[src/rtl/spi2adc.sv]
`default_nettype none
// ============================================================================
// Module   : spi2adc
// Purpose  : SPI master that reads one 10-bit sample from an MCP3002 ADC for
//            each accepted start pulse, then presents the result on data_out
//            together with a single-cycle data_valid strobe.
// Revision : 1.0 - initial release
// ============================================================================
module spi2adc #(
  parameter int SCK_HALF = 25               // sysclk cycles per SCK half-period (>= 2)
) (
  input  logic       sysclk,
  input  logic       rst_n,
  input  logic       start,
  input  logic       channel,
  input  logic       ADC_SDO,
  output logic       ADC_SDI,
  output logic       ADC_CS,
  output logic       ADC_SCK,
  output logic [9:0] data_out,
  output logic       data_valid,
  output logic       busy
);

  localparam int               c_DIV_W    = $clog2(SCK_HALF);
  localparam logic [c_DIV_W-1:0] c_DIV_LAST = c_DIV_W'(SCK_HALF - 1);

  typedef enum logic [2:0] {
    S_IDLE     = 3'd0,
    S_CS_SETUP = 3'd1,
    S_SHIFT    = 3'd2,
    S_CS_HOLD  = 3'd3,
    S_RECOVER  = 3'd4
  } state_t;

  state_t             r_state,  w_state_nxt;
  logic [c_DIV_W-1:0] r_div,    w_div_nxt;     // cycles spent in current half-period
  logic [4:0]         r_bitcnt, w_bitcnt_nxt;  // SCK period number, 1..16
  logic [3:0]         r_cmd,    w_cmd_nxt;     // {start, SGL, ODD, MSBF}
  logic [9:0]         r_shift,  w_shift_nxt;   // incoming sample, MSB first
  logic               r_sck,    w_sck_nxt;
  logic               r_sdi,    w_sdi_nxt;
  logic               r_cs,     w_cs_nxt;
  logic [9:0]         r_data,   w_data_nxt;
  logic               r_valid,  w_valid_nxt;
  logic               r_busy,   w_busy_nxt;
  logic               w_div_last;

  assign w_div_last = (r_div == c_DIV_LAST);

  // Next-state and next-output decode; every serial output is registered so
  // the pins never glitch.
  always_comb begin
    w_state_nxt  = r_state;
    w_div_nxt    = r_div;
    w_bitcnt_nxt = r_bitcnt;
    w_cmd_nxt    = r_cmd;
    w_shift_nxt  = r_shift;
    w_sck_nxt    = r_sck;
    w_sdi_nxt    = r_sdi;
    w_cs_nxt     = r_cs;
    w_data_nxt   = r_data;
    w_valid_nxt  = 1'b0;
    w_busy_nxt   = r_busy;

    case (r_state)
      S_IDLE: begin
        if (start) begin
          // Channel is captured here only; later changes cannot reach the frame.
          w_cmd_nxt    = {1'b1, 1'b1, channel, 1'b1};
          w_sdi_nxt    = w_cmd_nxt[3];
          w_cs_nxt     = 1'b0;
          w_busy_nxt   = 1'b1;
          w_div_nxt    = '0;
          w_bitcnt_nxt = '0;
          w_shift_nxt  = '0;
          w_state_nxt  = S_CS_SETUP;
        end
      end

      S_CS_SETUP: begin
        if (w_div_last) begin
          w_div_nxt    = '0;
          w_bitcnt_nxt = 5'd1;
          w_state_nxt  = S_SHIFT;
        end else begin
          w_div_nxt = r_div + 1'b1;
        end
      end

      S_SHIFT: begin
        if (!w_div_last) begin
          w_div_nxt = r_div + 1'b1;
        end else begin
          w_div_nxt = '0;
          if (!r_sck) begin
            // Rising SCK edge: edges 6..15 carry B9..B0; 1..5 and 16 are dropped.
            w_sck_nxt = 1'b1;
            if (r_bitcnt >= 5'd6 && r_bitcnt <= 5'd15)
              w_shift_nxt = {r_shift[8:0], ADC_SDO};
          end else begin
            // Falling SCK edge: start of the next low phase, the only time SDI moves.
            w_sck_nxt = 1'b0;
            if (r_bitcnt == 5'd16) begin
              w_sdi_nxt   = 1'b0;
              w_state_nxt = S_CS_HOLD;
            end else begin
              w_bitcnt_nxt = r_bitcnt + 5'd1;
              case (r_bitcnt)
                5'd1:    w_sdi_nxt = r_cmd[2];
                5'd2:    w_sdi_nxt = r_cmd[1];
                5'd3:    w_sdi_nxt = r_cmd[0];
                default: w_sdi_nxt = 1'b0;
              endcase
            end
          end
        end
      end

      S_CS_HOLD: begin
        if (w_div_last) begin
          // Whole-word update of data_out, in the same cycle CS rises.
          w_div_nxt   = '0;
          w_cs_nxt    = 1'b1;
          w_data_nxt  = r_shift;
          w_valid_nxt = 1'b1;
          w_state_nxt = S_RECOVER;
        end else begin
          w_div_nxt = r_div + 1'b1;
        end
      end

      S_RECOVER: begin
        if (w_div_last) begin
          w_div_nxt   = '0;
          w_busy_nxt  = 1'b0;
          w_state_nxt = S_IDLE;
        end else begin
          w_div_nxt = r_div + 1'b1;
        end
      end

      default: begin
        w_state_nxt = S_IDLE;
      end
    endcase
  end

  // State and datapath registers; reset aborts any frame with CS released at once.
  always_ff @(posedge sysclk or negedge rst_n) begin
    if (!rst_n) begin
      r_state  <= S_IDLE;
      r_div    <= '0;
      r_bitcnt <= '0;
      r_cmd    <= '0;
      r_shift  <= '0;
      r_sck    <= 1'b0;
      r_sdi    <= 1'b0;
      r_cs     <= 1'b1;
      r_data   <= '0;
      r_valid  <= 1'b0;
      r_busy   <= 1'b0;
    end else begin
      r_state  <= w_state_nxt;
      r_div    <= w_div_nxt;
      r_bitcnt <= w_bitcnt_nxt;
      r_cmd    <= w_cmd_nxt;
      r_shift  <= w_shift_nxt;
      r_sck    <= w_sck_nxt;
      r_sdi    <= w_sdi_nxt;
      r_cs     <= w_cs_nxt;
      r_data   <= w_data_nxt;
      r_valid  <= w_valid_nxt;
      r_busy   <= w_busy_nxt;
    end
  end

  assign ADC_SDI    = r_sdi;
  assign ADC_CS     = r_cs;
  assign ADC_SCK    = r_sck;
  assign data_out   = r_data;
  assign data_valid = r_valid;
  assign busy       = r_busy;

endmodule
`default_nettype wire
[config.mk]
export PLATFORM = sky130hd
export DESIGN_NAME = spi2adc
export DESIGN_NICKNAME = d
export VERILOG_FILES = /design/src/rtl/spi2adc.sv
export SDC_FILE = /design/constraint.sdc
export NUM_CORES = 1
export LEC_CHECK = 0
export ABC_CLOCK_PERIOD_IN_PS = 2450
export BUFFER_PORTS_ARGS = -buffer_cell sky130_fd_sc_hd__buf_2
export CAP_MARGIN = 0
export CORE_ASPECT_RATIO = 0.9
export CORE_MARGIN = 1.5
export CORE_UTILIZATION = 46
export CTS_CLUSTER_DIAMETER = 150
export DETAILED_ROUTE_END_ITERATION = 16
export GPL_TIMING_DRIVEN = 0
export SETUP_SLACK_MARGIN = 0.02
export SLEW_MARGIN = 0
export SYNTH_ARGS = -nofsm -noshare
export SYNTH_HDL_FRONTEND = slang
export SYNTH_SLANG_ARGS = --single-unit
export TNS_END_PERCENT = 100
[constraint.sdc]
create_clock -name sysclk -period 2.45 [get_ports sysclk]
set_input_delay 0.49 -clock sysclk [delete_from_list [all_inputs] [get_ports sysclk]]
set_output_delay 0.49 -clock sysclk [all_outputs]
set_load 0.02 [all_outputs]
# Word level (Yosys, flattened, before mapping)
# Cells that the tools add are included.
[totals]
ff_bits = 41
output_inout_bits = 15
[classes]
reduce_logical = 18
n_mux = 35
magnitude_cmp = 2
eq_ne = 19
addsub = 2
[op_table]
columns = ["op", "n"]
rows = [
  ["2-to-1 mux 10 bit", 4],
  ["2-to-1 mux 5 bit", 6],
  ["2-to-1 mux 3 bit", 7],
  ["!= test 2 bit, second input constant", 10],
  ["one-hot mux 10 bit (2 select lines)", 1],
  ["one-hot mux 3 bit (5 select lines)", 1],
  ["one-hot mux 5 bit (3 select lines)", 1],
  ["adder 5 x 1 -> 5 bit, second input constant", 2],
  ["== test 5 x 2 -> 1 bit, second input constant", 2],
  ["== test 5 bit, second input constant", 2],
  ["2-to-1 mux 1 bit", 10],
  ["one-hot mux 5 bit (2 select lines)", 1],
  ["AND reduction 2 bit", 4],
  ["nonzero test 2 bit", 4],
  ["AND reduction 7 bit", 1],
  ["== test 3 x 2 -> 1 bit, second input constant", 2],
  ["one-hot mux 1 bit (2 select lines)", 3],
  ["AND reduction 3 bit", 2],
  ["AND reduction 6 bit", 1],
  ["== test 5 x 1 -> 1 bit, second input constant", 1],
  [">= comparator 5 x 3 -> 1 bit, second input constant", 1],
  ["<= comparator 5 x 4 -> 1 bit, second input constant", 1],
  ["AND reduction 5 bit", 1],
  ["AND reduction 4 bit", 1],
  ["other kinds (7)", 7],
]

# Longest topological paths before layout
# Gate-level depths: netlist (run 1).
[depth]
ltp_word = 6
mapped_depth = 8
depth_no_buf = 7

# Worst setup path after synthesis (run 1)
# OpenSTA, ideal clock, no wires.
[synth_timing]
path_kind = "register to register"
start = "register r_div[0]"
end = "register r_data[3] (netlist: data_out[3])"
setup_time_ns = 0.127
period_less_slack_ns = 1.835
path_stages_with_launch = 9
t_arrival_ns = 1.707
slack_ns = 0.615
path_cell_list = "dfrtp_1 -> inv_1 -> ha_1 -> and4b_1 -> buf_4 -> nand2_4 -> nor3_4 -> buf_6 -> mux2_1"
[synth_via]
elab_chain_cells = 2
[synth_lines]
columns = ["element", "line", "source"]
rows = [
  ["start: declaration", "37", "logic [c_DIV_W-1:0] r_div, w_div_nxt;"],
  ["start signal: assignment", "165", "r_div <= w_div_nxt;"],
  ["== test 5 bit", "49", "assign w_div_last = (r_div == c_DIV_LAST);"],
  ["AND reduction 2 bit (no line)", "-", ""],
  ["end signal: assignment", "172", "r_data <= w_data_nxt;"],
  ["end: declaration", "44", "logic [9:0] r_data, w_data_nxt;"],
]
# Every way passes these cells.
# A chain may end at the register's enable or synchronous reset.

# Worst setup path in the final report (run 1)
[layout_timing]
start = "register r_div[0]"
end = "register r_data[8] (netlist: data_out[8])"
# Same word-level chain as after synthesis.

==> results.md, run 1 <==
- Slew headroom: 42.7%
- Critical path class: reg -> reg
- VDD IR max: 0.454 mV
- Fin crit period: 2.04 ns
- Initial core utilization: 47.5%
- Clock buffer depth: 2
- Switching pwr: 0.614 mW
- ANT cells: 0
- Clk network pwr share: 27.8%
- ANT nets after route: 0
- H-tree Lvls: 2
- CP Max Fanout: 10
- Post-DP Area: 2280 um2
- Post-route cell area: 2380 um2
- Top_reg_cell synth: dfrtp_1
- Unrepaired setup endpoints after global routing: false
- Commonest non-fill, non-tap cell in the layout: dfrtp_1
- Rows: 23
- DRT iter0 DRCs: 68
- Slew Viols, Final: 0
- Net Count, Synth: 192
- First-pass GRT wire length: 6770 um
- DR WL/cell: 14.7 um
- P_leak: 1.11 nW
- Yosys reg bits: 40
- FFs w/ async S/R, synth: 100%
- CTS tree: done
- Yosys cell types: 55
- Tot Pwr: 1.90 mW
- Setup crit start kind: register
- Final worst path period share: 83.3%
- Initial antenna violation count: 0
- Vias in the first global route: 1472
- Clock buffer count from CTS: 5
- CP required: 2.62 ns
- Power per cell area: 797 nW/um2
- Min-delay worst type: in -> async
- Max frequency: 490 MHz
- Mapped Area: 2100 um2
- Final setup fails: 0
- Number of synthesized flops with an enable pin: 0
- Core Util, Final: 53.8%
- Critical Path AT: 2.21 ns
- P&R area growth vs syn: 13.3%
- Via/cell ratio: 5.46
- Final wirelength: 3960 um
- Final hold violations: 0
- CP Capture Type: register
- Hold buffers post-CTS: 0
- Max Cap Violations: 0
- Syn avg cell area: 11.7 um2
- Largest net degree at the start of global routing: 41
- 1st-pass router iterations: 4
- Root Driver: clkbuf_8
- Reg power frac: 43.6%
- CTS resizes: 0
- Post-Syn Instances: 180
- I/O Buffers: 19
- Post-CTS Setup Bufs: 0
- HPWL Detailed: 2780 um
- Vias after detailed routing: 1470
- Gr ovfl total: 0
- Commonest non-fill, non-tap cells in the layout: dfrtp_1, buf_2, nor2_1
- Residual DRC: 0
- Clock Skew: 0.00286 ns
- Worst-path clk slew: 0.08 ns
- Combinational Power Share: 28.6%
- Chip height: 67.2 um
- Clock latency on the worst-skew pair: 0.28 ns
- Slew @ Worst Pin: 0.859 ns
- Setup TNS: 0 ns
- Internal cell power: 1.29 mW
- Routability congestion estimate: 0.835
- Register area share after synthesis: 47.7%
- Switch share: 32.3%
- Final nets: 218
- Hold WS: 0.309 ns
- Ys Warns: 0
- DIE WIDTH: 74.3 um
- Core Box Area: 4430 um2
- GRT Resource Usage Total: 17.7%
- Status: finished clean
- Die area: 4990 um2
- Layout cells sized above 1: 24.2%
- CTS Sinks: 40
- Ports: 20
==> registers in the layout (all words and copies together) (netlist names) <==
| name | flops |
|---|---|
| ADC_CS | 1 |
| ADC_SCK | 1 |
| ADC_SDI | 1 |
| busy | 1 |
| data_out | 10 |
| data_valid | 1 |
| r_bitcnt | 5 |
| r_cmd | 2 |
| r_div | 5 |
| r_shift | 10 |
| r_state | 3 |
==> Yosys cell counts, types with 3 or more instances <==
cell	number	area, um2
dfrtp_1	39	976
nor2_1	12	45.0
mux2_1	11	124
a21oi_1	10	50.1
a22o_1	10	87.6
ha_1	7	87.6
inv_1	7	26.3
nand2_1	7	26.3
buf_2	6	30.0
nand3_1	4	20.0
o21ai_0	4	20.0
a31oi_1	3	18.8
buf_4	3	22.5
nand2b_1	3	18.8
o21ai_1	3	15.0
or3_1	3	18.8
==> layer usage <==
layer,global-route usage [%],vias to the layer above,share of wire (%)
li1,-,714,-
met1,23.4,721,48
met2,28.7,31,48
met3,3.58,4,3.2
met4,7.05,0,0.98
met5,0,-,0
==> through the flow <==
step           cells  worst slack (ns)
4_1_cts          269             0.381
6_report         269             0.410
3_5_place_dp     261             0.404
3_3_place_gp     261             0.427
5_1_grt          269             0.292
2_1_floorplan    180             0.615
==> power by group through the flow <==
stage	registers [mW]	clock network, mW	logic, mW
after floorplan	0.828	0	0.426
after global placement	0.835	0	0.530
after detailed placement	0.843	0	0.541
after CTS	0.830	0.542	0.546
after global routing	0.842	0.567	0.614
final	0.828	0.528	0.543
==> cell type report <==
class / count / area, um2
flip-flops and latches: 40 / 1000
clock buffers: 6 / 72.6
multi-input cells: 121 / 996
plain buffers: 12 / 78.8
well taps: 62 / 77.6
inverters: 7 / 26.3
fillers: 408 / 2050
clock inverters: 2 / 35.0
repair buffers: 19 / 95.1
==> critical path, cell delays in order (launching register included) <==
cell and delay (ns):
dfrtp_1 0.40, inv_1 0.10, ha_1 0.21, and4b_1 0.20
buf_4 0.15, nand2_4 0.08, nor3_4 0.24, buf_6 0.20
mux2_1 0.33
==> path summary, 6_finish.rpt <==
path / start / to / slack (ns) / cells after the start
min in group sysclk: channel / r_cmd[1] / 0.42 / 2
max: r_div[0] / data_out[8] / 0.41 / 8
max in group asynchronous: rst_n / data_out[0] / 1.60 / 1
min reg2reg: r_cmd[0] / r_cmd[0] / 0.47 / 1
min: rst_n / r_bitcnt[3] / 0.31 / 1
max reg2reg: r_div[0] / data_out[8] / 0.41 / 8
==> logic make-up after synthesis <==
family	share of synthesized area (%)
mux	9.88
simple gates	15.2
fa+ha+maj	4.16
compound gates	17.3
buf+inv	5.00
xor+xnor	0.833
flops	47.7
(Power assumes the default switching activity.)
==> inputs of run 2 (changes only) <==
ABC_CLOCK_PERIOD_IN_PS = 1700   (was 2450)
PLACE_DENSITY = 0.67   (was not set)
clock period = 1.7 ns   (was 2.45 ns; I/O delays follow)
==> results.md, run 2 (same netlist as run 1, synthesis figures left out) <==
- Max Cap Violations: 0 (unchanged)
- Failing checks: negative setup slack
- Worst-path clk slew: 0.08 ns (about the same)
- P&R area growth vs syn: 26.5%
- Min-delay worst type: in -> async
- Via/cell ratio: 5.53 (+1.3%)
- Initial antenna violation count: 0 (unchanged)
- Hold WS: 0.158 ns (-0.151 ns)
- Unrepaired setup endpoints after global routing: true
- Hold buffers post-CTS: 0 (unchanged)
- CP Capture Type: register
- Slew headroom: 42.1% (-0.60 points)
- Register Area: 1010 um2 (+0.37%)
- Worst path bufs/invs: 3 (unchanged)
- Die area: 4990 um2 (unchanged)
- Top delay family on crit path: flip-flops
- DRT iter0 DRCs: 69 (+1.5%)
- I/O Buffers: 19 (unchanged)
- Worst setup margin: -0.143 ns (-0.552 ns)
- Rows: 23 (unchanged)
- Max frequency: 543 MHz (+11%)
- Largest net degree at the start of global routing: 41 (unchanged)
- Clock latency on the worst-skew pair: 0.29 ns (about the same)
- 1st-pass router iterations: 4 (unchanged)
- First-pass GRT wire length: 7260 um (+7.2%)
- Layout cells sized above 1: 41.6% (+17 points)
- Number of fill cells: 378 (-7.4%)
- Slew Viols, Final: 0 (unchanged)
- Final setup fails: 27 (+27)
- CP required: 1.90 ns (-0.72 ns)
- Cell depth of the worst setup path: 8 (unchanged)
- Power per cell area: 1090 nW/um2 (+36%)
- Final hold violations: 0 (unchanged)
- Worst reg2reg path depth: 8 (unchanged)
- DIE WIDTH: 74.3 um (unchanged)
- Residual DRC: 0 (unchanged)
- Ordered cell list for the critical path: inv_2 -> ha_4 -> and4b_1 -> buf_6 -> nand2_8 -> o311ai_4 -> buf_6 -> mux2i_2
- Vias after detailed routing: 1594 (+8.4%)
- Chip height: 67.2 um (unchanged)
- Slew @ Worst Pin: 0.868 ns (+0.00893 ns)
- CP Max Fanout: 3 (-7)
- Commonest non-fill, non-tap cells in the layout: dfrtp_1, buf_2, buf_4
- Vias in the first global route: 1565 (+6.3%)
- VDD IR max: 0.529 mV (+17%)
- Initial core utilization: 47.5% (unchanged)
- Clock buffer depth: 2 (unchanged)
- Setup TNS: -2.27 ns (-2.27 ns)
- DR WL/cell: 15.9 um (+7.7%)
- CP max-delay cell: dfrtp_1
- ANT cells: 0 (unchanged)
- Placed Cells: 261 (unchanged)
- Critical path class: reg -> reg
- H-tree Lvls: 2 (unchanged)
- Final wirelength: 4570 um (+15%)
- ANT nets after route: 0 (unchanged)
- Core Box Area: 4430 um2 (unchanged)
- Final Non-Filler Cells: 288 (+7.1%)
- Critical Path AT: 2.05 ns (-0.16 ns)
- HPWL Detailed: 2820 um (+1.6%)
- Gr ovfl total: 0 (unchanged)
- GRT Resource Usage Total: 19.5% (+1.8 points)
- Post-route cell area: 2660 um2 (+12%)
- Clock Skew: 0.00474 ns (+0.00189 ns)
- Clock buffer count from CTS: 5 (unchanged)
- Commonest non-fill, non-tap cell in the layout: dfrtp_1
- Routability congestion estimate: 0.829 (-0.71%)
- Final worst path period share: 108% (+25 points)
- CTS tree: done
- Status: finished with violations
- Area of the multi-input gates: 1130 um2 (+13%)
- Setup crit start kind: register
- Fin crit period: 1.84 ns (-0.198 ns)
- Final nets: 237 (+8.7%)
- Ports: 20 (unchanged)
- Root Driver: clkbuf_8
- Slowest cell delay on critical path: 0.41 ns (about the same)
- CTS Sinks: 40 (unchanged)
- Core Util, Final: 60.1% (+6.3 points)
- Most common cell on crit path: buf_6
- P_leak: 1.20 nW (+8.2%)
- Post-DP Area: 2330 um2 (+2.3%)
-- run 2: layer usage --
metal	up-vias	wire length [um]	GRT usage, %
met2	40	2310	31.7
met1	802	2030	24.5
met3	4	183	5.67
met4	0	45	7.95
met5	-	0	0
li1	748	-	-
-- run 2: where the power goes --
| part | leakage, nW | internal, mW | switching, mW |
|---|---|---|---|
| Clock | 0.0412 | 0.287 | 0.330 |
| Sequential | 0.517 | 1.07 | 0.127 |
| Combinational | 0.644 | 0.521 | 0.555 |
-- run 2: metrics by stage --
stage / setup WS [ns] / power, mW
final: -0.143 / 2.89
after global routing: -0.227 / 3.07
after CTS: -0.154 / 2.79
after detailed placement: -0.316 / 2.03
after global placement: -0.267 / 1.98
after floorplan: -0.127 / 1.84
-- run 2: layout make-up --
type | instances | area share, %
Tap cell | 62 | 2.91
Timing Repair Buffer | 38 | 9.36
Clock buffer | 6 | 2.73
Clock inverter | 2 | 0.470
Sequential cell | 40 | 37.8
Inverter | 7 | 0.987
Buffer | 12 | 3.34
Multi-Input combinational cell | 121 | 42.4
-- run 2: path summary, 6_finish.rpt --
check	from	to	slack, ns
worst max-delay path	r_div[1]	r_bitcnt[1]	-0.14
worst min-delay path	rst_n	r_div[1]	0.16
worst max register to register	r_div[1]	r_bitcnt[1]	-0.14
worst min register to register	data_out[6]	data_out[6]	0.49
max in group asynchronous	rst_n	r_state[2]	0.94
min in group sysclk	channel	r_cmd[1]	0.26
-- run 2: worst reg2reg max path: stages, from the launching register on --
cell and delay [ns]:
dfrtp_1 0.41, inv_2 0.09, ha_4 0.14, and4b_1 0.19, buf_6 0.13, nand2_8 0.06
o311ai_4 0.36, buf_6 0.17, mux2i_2 0.20
-- run 2: timing repair --
item | 4_1_cts | 5_1_grt
resized for setup | 13 | 14
pin swaps | 3 | 3
setup endpoints to repair | 28 | 31
buffers inserted | 14 | 5
